[src/rtl/bp_dma_arbiter.sv]
// Two-master arbiter for the single bsg_cache DMA channel of the DDR3 controller.
// Grants whole transactions (packet plus all data beats) round-robin once calibration is done.
module bp_dma_arbiter #(
    parameter int dma_pkt_width_p = 32,
    parameter int data_width_p    = 64,
    parameter int beats_p         = 2
) (
    input  logic                                 clk_i,
    input  logic                                 reset_i,
    input  logic                                 calib_done_i,

    input  logic [1:0][dma_pkt_width_p-1:0]      req_dma_pkt_i,
    input  logic [1:0]                           req_dma_pkt_v_i,
    output logic [1:0]                           req_dma_pkt_yumi_o,

    output logic [data_width_p-1:0]              req_dma_data_o,
    output logic [1:0]                           req_dma_data_v_o,
    input  logic [1:0]                           req_dma_data_ready_and_i,

    input  logic [1:0][data_width_p-1:0]         req_dma_data_i,
    input  logic [1:0]                           req_dma_data_v_i,
    output logic [1:0]                           req_dma_data_yumi_o,

    output logic [dma_pkt_width_p-1:0]           dma_pkt_o,
    output logic                                 dma_pkt_v_o,
    input  logic                                 dma_pkt_yumi_i,

    input  logic [data_width_p-1:0]              dma_data_i,
    input  logic                                 dma_data_v_i,
    output logic                                 dma_data_ready_and_o,

    output logic [data_width_p-1:0]              dma_data_o,
    output logic                                 dma_data_v_o,
    input  logic                                 dma_data_yumi_i,

    output logic                                 grant_id_o,
    output logic                                 busy_o
);

    localparam int beat_width_lp = (beats_p > 1) ? $clog2(beats_p) : 1;
    localparam logic [beat_width_lp-1:0] last_beat_lp = beat_width_lp'(beats_p - 1);

    localparam logic [1:0] state_idle    = 2'd0;
    localparam logic [1:0] state_issue   = 2'd1;
    localparam logic [1:0] state_rd_data = 2'd2;
    localparam logic [1:0] state_wr_data = 2'd3;

    logic [1:0]               state_r;
    logic                     grant_r;
    logic                     last_r;
    logic                     wnr_r;
    logic [beat_width_lp-1:0] beat_r;

    logic                     winner_s;
    logic                     pkt_fire_s;
    logic                     beat_fire_s;
    logic                     pkt_wnr_s;

    // Round-robin pick: on a tie the requester that was not served last wins.
    always_comb begin
        if (&req_dma_pkt_v_i) begin
            winner_s = ~last_r;
        end else begin
            winner_s = req_dma_pkt_v_i[1];
        end
    end

    assign pkt_fire_s  = (state_r == state_issue) & dma_pkt_v_o & dma_pkt_yumi_i;
    assign pkt_wnr_s   = dma_pkt_o[dma_pkt_width_p-1];
    assign beat_fire_s = ((state_r == state_rd_data) & dma_data_v_i & dma_data_ready_and_o)
                       | ((state_r == state_wr_data) & dma_data_v_o & dma_data_yumi_i);

    // Transaction sequencing: grant, packet issue, then count data beats to the terminal one.
    always_ff @(posedge clk_i) begin
        if (reset_i) begin
            state_r <= state_idle;
            grant_r <= 1'b0;
            last_r  <= 1'b1;
            wnr_r   <= 1'b0;
            beat_r  <= '0;
        end else begin
            case (state_r)
                state_idle: begin
                    if (calib_done_i && (|req_dma_pkt_v_i)) begin
                        grant_r <= winner_s;
                        state_r <= state_issue;
                    end
                end
                state_issue: begin
                    if (pkt_fire_s) begin
                        last_r  <= grant_r;
                        beat_r  <= '0;
                        wnr_r   <= pkt_wnr_s;
                        state_r <= pkt_wnr_s ? state_wr_data : state_rd_data;
                    end
                end
                state_rd_data, state_wr_data: begin
                    if (beat_fire_s) begin
                        if (beat_r == last_beat_lp) begin
                            state_r <= state_idle;
                        end else begin
                            beat_r <= beat_r + 1'b1;
                        end
                    end
                end
                default: begin
                    state_r <= state_idle;
                end
            endcase
        end
    end

    // Pure muxing of handshakes and data toward the granted requester; nothing is buffered.
    always_comb begin
        dma_pkt_o            = req_dma_pkt_i[grant_r];
        dma_pkt_v_o          = 1'b0;
        req_dma_pkt_yumi_o   = 2'b00;
        req_dma_data_o       = dma_data_i;
        req_dma_data_v_o     = 2'b00;
        dma_data_ready_and_o = 1'b0;
        dma_data_o           = req_dma_data_i[grant_r];
        dma_data_v_o         = 1'b0;
        req_dma_data_yumi_o  = 2'b00;
        case (state_r)
            state_issue: begin
                dma_pkt_v_o                 = req_dma_pkt_v_i[grant_r];
                req_dma_pkt_yumi_o[grant_r] = dma_pkt_yumi_i;
            end
            state_rd_data: begin
                req_dma_data_v_o[grant_r] = dma_data_v_i;
                dma_data_ready_and_o      = req_dma_data_ready_and_i[grant_r];
            end
            state_wr_data: begin
                dma_data_v_o                 = req_dma_data_v_i[grant_r];
                req_dma_data_yumi_o[grant_r] = dma_data_yumi_i;
            end
            default: begin
                dma_pkt_v_o = 1'b0;
            end
        endcase
    end

    assign grant_id_o = grant_r;
    assign busy_o     = (state_r != state_idle);

    logic unused_wnr_s;
    assign unused_wnr_s = wnr_r;

endmodule

[config.mk]
export PLATFORM = sky130hd
export DESIGN_NAME = bp_dma_arbiter
export DESIGN_NICKNAME = d
export VERILOG_FILES = /design/src/rtl/bp_dma_arbiter.sv
export SDC_FILE = /design/constraint.sdc
export NUM_CORES = 1
export LEC_CHECK = 0
export ABC_AREA = 1
export CORE_AREA = 2 2 169 171
export DETAILED_ROUTE_END_ITERATION = 16
export DIE_AREA = 0 0 171 173
export PLACE_DENSITY = 0.49
export SLEW_MARGIN = 20
export SYNTH_ARGS = -nofsm -noshare
export SYNTH_HDL_FRONTEND = slang
export SYNTH_SLANG_ARGS = --single-unit
[constraint.sdc]
create_clock -name clk_i -period 1.3 [get_ports clk_i]
set_clock_uncertainty 0.2 [all_clocks]
set_input_delay 0.13 -clock clk_i [delete_from_list [all_inputs] [get_ports clk_i]]
set_output_delay 0.13 -clock clk_i [all_outputs]
set_load 0.005 [all_outputs]
==> impl_metrics.env, run 1 <==
export IMPL_synth_fa_ha_area_frac=0
export IMPL_layout_nets=1012
export IMPL_critical_path_endpoint_type="output pin"
export IMPL_grtUsageTotal=0.0821
export IMPL_die_w_microns=171
export IMPL_yosysSeqAreaShare=0.0489
export IMPL_gp_congestion=0.782
export IMPL_cts_sinks=5
export IMPL_start_kind="flip-flop"
export IMPL_root_buffer="clkbuf_16"
export IMPL_cp_arrival_ps=1380
export IMPL_fin_ws_ps=-411
export IMPL_worstPathMaxFanout=5
export IMPL_final_max_slew_viol_count=0
export IMPL_clkLatencyLatePin_ps=230
export IMPL_drive_gt1_frac=0.447
export IMPL_p_int_mw=2.65
export IMPL_synth_xor_xnor_area_share=0
export IMPL_grt_pass1_vias=3514
export IMPL_die_area_sq_um=29600
export IMPL_powerDensity_nw_per_um2=660
export IMPL_cts_tree="yes"
export IMPL_grtUsageMet2=0.152
export IMPL_power_switching_mw=1.60
export IMPL_worst_pin_slew_ps=211
export IMPL_synth_simple_gate_area_share=0.607
export IMPL_power_leakage_nw=3.10
export IMPL_hold_buffers=0
export IMPL_critPathKind="reg -> out"
export IMPL_syn_cell_area_sq_um=2050
export IMPL_io_buffers=310
export IMPL_dpl_worst_slack_ps=-481
export IMPL_synth_top_area_frac=0.556
export IMPL_coreArea_sq_um=27600
export IMPL_whs_ps=60.0
export IMPL_rows=61
export IMPL_switching_share=0.376
export IMPL_timing_final_crit_period_ps=1710
export IMPL_pwr_share_clk=0.120
export IMPL_violations="setup timing"
export IMPL_drc=0
export IMPL_status="finished, violations left"
export IMPL_antenna_cells=0
export IMPL_synth_top_family_by_area="simple AND/OR/NAND/NOR gates"
export IMPL_combPwrFrac=0.828
export IMPL_h_tree_depth=1
export IMPL_timing_final_crit_share=1.32
export IMPL_grt_met1_usage=0.0826
export IMPL_synthCells=435
export IMPL_grt_first_pass_wirelength_microns=19100
export IMPL_area_growth_pct=215
export IMPL_drt_initial_drc_count=48
export IMPL_power_frac_seq=0.052
export IMPL_max_clock_freq_mhz=585
export IMPL_grt_util_met3=0.0245
export IMPL_dpl_hpwl_microns=10900
export IMPL_ys_ff_latch=5
export IMPL_worstRegToRegCells=11
export IMPL_hold_violations=0
export IMPL_holdCritPathClass="in -> out"
export IMPL_finalSetupViolations=112
export IMPL_synth_warnings=0
export IMPL_clk_pin_slew_ps=30
export IMPL_avgRoutedWirePerCell_microns=13.6
export IMPL_synthTopCellsByArea="nand2_1, buf_4, dfxtp_1"
export IMPL_clk_path_buf_depth=2
export IMPL_ys_types=20
export IMPL_maxCapViolCount=0
export IMPL_postRouteAntennaNets=0
export IMPL_initial_core_util=0.0741
export IMPL_avgSynthCellArea_sq_um=4.71
export IMPL_slew_limit_headroom=0.859
export IMPL_io_pins=439
export IMPL_firstDrtPassIters=4
export IMPL_finalWirelength_microns=15300
export IMPL_grt_setup_unrepaired="true"
export IMPL_synth_compound_area_frac=0.0416
export IMPL_grt_overflow=0
export IMPL_hold_depth=0
export IMPL_synthMuxAreaShare=0
export IMPL_gr_max_usage_layer="met2"
export IMPL_vias=3720
export IMPL_antenna_found_initial=0
export IMPL_die_y_microns=173
export IMPL_numCtsBuffers=3
export IMPL_synth_nets=703
export IMPL_grt_max_degree=25
export IMPL_required_ps=970
export IMPL_yosys_area_top_type="nand2_1"
export IMPL_via_per_inst=3.32
export IMPL_vdd_drop_max_v=0.000369
-- stage by stage --
| stage | utilization | instances | power [mW] | area [sq um] | TNS (ps) |
|---|---|---|---|---|---|
| after floorplan | - | 435 | 1.17 | 2050 | -45.8 |
| after global routing | 0.233 | 1121 | 4.56 | 6440 | -44300 |
| final | 0.233 | 1121 | 4.25 | 6440 | -36900 |
| after CTS | 0.199 | 1082 | 3.45 | 5500 | -51760 |
| after detailed placement | 0.196 | 1075 | 2.98 | 5410 | -43120 |
| after global placement | 0.196 | 1075 | 2.97 | 5410 | -42580 |
-- synthesized netlist by cell type --
| cell | count |
|---|---|
| nand2_1 | 303 |
| buf_4 | 65 |
| buf_2 | 18 |
| a21oi_1 | 6 |
| inv_1 | 6 |
| nor2_1 | 6 |
| nor3_1 | 6 |
| dfxtp_1 | 5 |
| nand3_1 | 4 |
| clkbuf_1 | 3 |
| nand2_2 | 3 |
| inv_2 | 2 |
| a211o_1 | 1 |
| a211oi_1 | 1 |
| a21oi_2 | 1 |
| a21oi_4 | 1 |
| a31oi_1 | 1 |
| nand3b_1 | 1 |
| o21a_1 | 1 |
| or2_1 | 1 |
-- layout by cell type (no fill, tap or decap), types with 2 or more instances in the layout --
| master | synthesis | layout |
|---|---|---|
| a21oi_1 | 6 | 2 |
| a21oi_2 | 1 | 5 |
| buf_12 | 0 | 12 |
| buf_2 | 18 | 38 |
| buf_4 | 65 | 22 |
| buf_6 | 0 | 34 |
| buf_8 | 0 | 12 |
| clkbuf_16 | 0 | 15 |
| clkbuf_2 | 0 | 53 |
| clkdlybuf4s50_1 | 0 | 203 |
| dfxtp_1 | 5 | 3 |
| dfxtp_4 | 0 | 2 |
| dlymetal6s2s_1 | 0 | 3 |
| inv_1 | 6 | 5 |
| inv_2 | 2 | 2 |
| nand2_1 | 303 | 184 |
| nand2_2 | 3 | 88 |
| nand2_4 | 0 | 34 |
| nand3_2 | 0 | 3 |
| nor2_1 | 6 | 5 |
| nor3_4 | 0 | 6 |
-- power by group through the flow --
stage / sequential [mW] / clock [mW] / combinational [mW]
6_report: 0.220 / 0.509 / 3.52
5_1_grt: 0.225 / 0.529 / 3.81
4_1_cts: 0.198 / 0.518 / 2.73
3_5_place_dp: 0.198 / 0 / 2.78
3_3_place_gp: 0.198 / 0 / 2.78
2_1_floorplan: 0.197 / 0 / 0.974
-- state kept, by name, summed over array words and instances (netlist names) --
name and flops:
beat_r 1, state_r 2, last_r 1, grant_id_o 1
-- critical path, cell delays in order (launching register included) --
cell     delay, ps
dfxtp_4        390
buf_6          130
buf_6          120
buf_16         140
buf_12         140
nand2_4         60
nand2_4         50
buf_6          110
-- final cells by class --
cell class              count  area [sq um]
fillers                  3139         21200
repair buffers            390          3820
multi-input cells         336          1920
well taps                 378           473
flip-flops and latches      5           108
clock buffers               4          78.8
inverters                   8          42.5
-- per-layer routing --
metal | part of all wire | wire [microns] | vias to the layer above
met4 | 0.044 | 666 | 0
met5 | 0 | 0 | -
met1 | 0.35 | 5380 | 1609
met3 | 0.091 | 1400 | 50
met2 | 0.51 | 7830 | 199
li1 | - | - | 1862
-- timing repair --
action	4_1_cts	5_1_grt
resized for setup	115	456
setup buffers	2	26
endpoints found under the setup margin	111	112
pin swaps	2	50
gates cloned	1	14
-- kinds of logic after synthesis --
| logic type | after synthesis |
|---|---|
| simple gates | 324 |
| compound gates | 12 |
| buf+inv | 94 |
| flops | 5 |
-- path summary, 6_finish.rpt --
| kind | startpoint | endpoint | slack [ps] |
|---|---|---|---|
| max | grant_id_o | dma_data_o[6] | -410 |
| min | dma_data_i[58] | req_dma_data_o[58] | 60 |
| max reg2reg | grant_id_o | state_r[0] | -390 |
| min reg2reg | last_r | last_r | 280 |
Note: power is estimated with default switching activity, not from simulation.
==> run 2: changes to the inputs <==
Settings changed: CORE_AREA 2 2 169 171 to 2 2 170 172, DIE_AREA 0 0 171 173 to 0 0 172 174, DONT_BUFFER_PORTS from default to 1, PLACE_DENSITY 0.49 to 0.3, RECOVER_POWER from default to 25.
==> impl_metrics.env, run 2 (same netlist as run 1, synthesis figures left out) <==
export IMPL_powerDensity_nw_per_um2=876
export IMPL_area_growth_pct=43.5
export IMPL_utilization=0.104
export IMPL_rows=62
export IMPL_cp_arrival_ps=1190
export IMPL_largest_reg_flops=2
export IMPL_vdd_drop_max_v=0.000655
export IMPL_multi_input_area_sq_um=1590
export IMPL_initial_core_util=0.0725
export IMPL_final_common_cell="nand2_1"
export IMPL_grt_pass1_vias=2278
export IMPL_whs_ps=5.14
export IMPL_ff_latch_area_sq_um=111
export IMPL_root_buffer="clkbuf_16"
export IMPL_coreArea_sq_um=28200
export IMPL_h_tree_depth=1
export IMPL_dpl_hpwl_microns=9290
export IMPL_worst_pin_slew_ps=250
export IMPL_power_mw=2.57
export IMPL_cts_sinks=5
export IMPL_grt_first_pass_wirelength_microns=15800
export IMPL_start_kind="flip-flop"
export IMPL_vias=2619
export IMPL_gp_congestion=0.788
export IMPL_slew_limit_headroom=0.833
export IMPL_maxCapViolCount=0
export IMPL_io_pins=439
export IMPL_worstPathMaxFanout=8
export IMPL_drc=0
export IMPL_layout_common_cells="nand2_1, nand2_2, nand2_4, buf_16, buf_4"
export IMPL_fin_cells=776
export IMPL_via_per_inst=3.38
export IMPL_layout_nets=661
export IMPL_fin_area_sq_um=2940
export IMPL_power_frac_seq=0.088
export IMPL_avgRoutedWirePerCell_microns=17.2
export IMPL_clk_path_buf_depth=2
export IMPL_violations="setup timing"
export IMPL_critPathKind="reg -> out"
export IMPL_fin_ws_ps=-216
export IMPL_dpl_cell_area_sq_um=2130
export IMPL_critical_path_endpoint_type="output pin"
export IMPL_p_int_mw=1.38
export IMPL_grtUsageTotal=0.0750
export IMPL_max_clock_freq_mhz=660
export IMPL_drive_gt1_frac=0.263
export IMPL_pwr_share_clk=0.202
export IMPL_clk_pin_slew_ps=30
export IMPL_clkLatencyLatePin_ps=230
export IMPL_hold_violations=0
export IMPL_finalSetupViolations=109
export IMPL_status="finished, violations left"
export IMPL_grt_setup_unrepaired="true"
export IMPL_switching_share=0.465
export IMPL_numCtsBuffers=3
export IMPL_top_register="state_r"
export IMPL_power_leakage_nw=1.41
export IMPL_combPwrFrac=0.710
export IMPL_timing_final_crit_period_ps=1520
export IMPL_finalWirelength_microns=13300
export IMPL_die_y_microns=174
export IMPL_antenna_found_initial=4
export IMPL_drt_initial_drc_count=115
export IMPL_io_buffers=0
export IMPL_grt_max_degree=56
export IMPL_cts_tree="yes"
export IMPL_antenna_cells=0
export IMPL_dpl_worst_slack_ps=-90.4
export IMPL_placed_cells=751
export IMPL_firstDrtPassIters=4
export IMPL_power_switching_mw=1.20
export IMPL_n_fill_cell=3307
export IMPL_tns_ps=-17370
export IMPL_holdCritPathClass="in -> reg"
export IMPL_final_max_slew_viol_count=0
export IMPL_die_area_sq_um=29900
export IMPL_grt_overflow=0
export IMPL_timing_final_crit_share=1.17
export IMPL_postRouteAntennaNets=0
export IMPL_die_w_microns=172
export IMPL_required_ps=970
run 2: cell count changes in the layout (fill, tap and decap cells not counted), sizes merged:
cell and change:
clkdlybuf4s50 -203, buf -88, clkbuf -62, dlygate4sd3 +5, dlymetal6s2s -3, clkinv -1
inv +1
run 2: final cells by class:
class,instances,share of cell area
sequential,5,0.0379
clock buffer,4,0.0268
tap,384,0.164
inverter,8,0.0145
timing repair buffer,39,0.217
multi-input combinational,336,0.540
run 2: path summary, 6_finish.rpt:
kind,to,slack [ps],cells after the start,from
setup / recovery,dma_data_o[62],-220,5,grant_id_o
hold / removal,beat_r,5,4,dma_data_yumi_i
setup reg to reg,last_r,-210,6,grant_id_o
hold reg to reg,last_r,270,1,last_r
run 2: critical path, cell delays in order (launching register included):
cell	delay, ps
dfxtp_4	370
inv_8	100
buf_12	160
buf_12	150
nand2_2	60
nand2_2	90
run 2: timing repair:
action	4_1_cts	5_1_grt
cloned	7	4
gates resized for setup	88	21
setup endpoints to repair	110	112
hold endpoints to repair	5	0
setup buffers	5	1
hold buffers	5	0
pin swaps	7	5
run 2: power by group through the flow:
stage / Clock [mW] / Combinational [mW] / Sequential, mW
floorplan: 0 / 0.974 / 0.197
global placement: 0 / 1.16 / 0.203
detailed placement: 0 / 1.16 / 0.204
CTS: 0.520 / 1.68 / 0.220
global route: 0.532 / 2.02 / 0.232
finish: 0.518 / 1.83 / 0.227
run 2: layer usage:
metal / global-route usage / vias to the layer above / part of all wire
met3: 0.0246 / 61 / 0.11
li1: - / 1165 / -
met4: 0.0438 / 2 / 0.058
met5: 0 / - / 0.0011
met1: 0.0854 / 1143 / 0.38
met2: 0.122 / 248 / 0.45
==> run 3: changes to the inputs <==
Settings changed: GPL_ROUTABILITY_DRIVEN from default to 0.
==> results of run 3 <==
No change in the layout: final DEF, timing and power equal those of run 2.
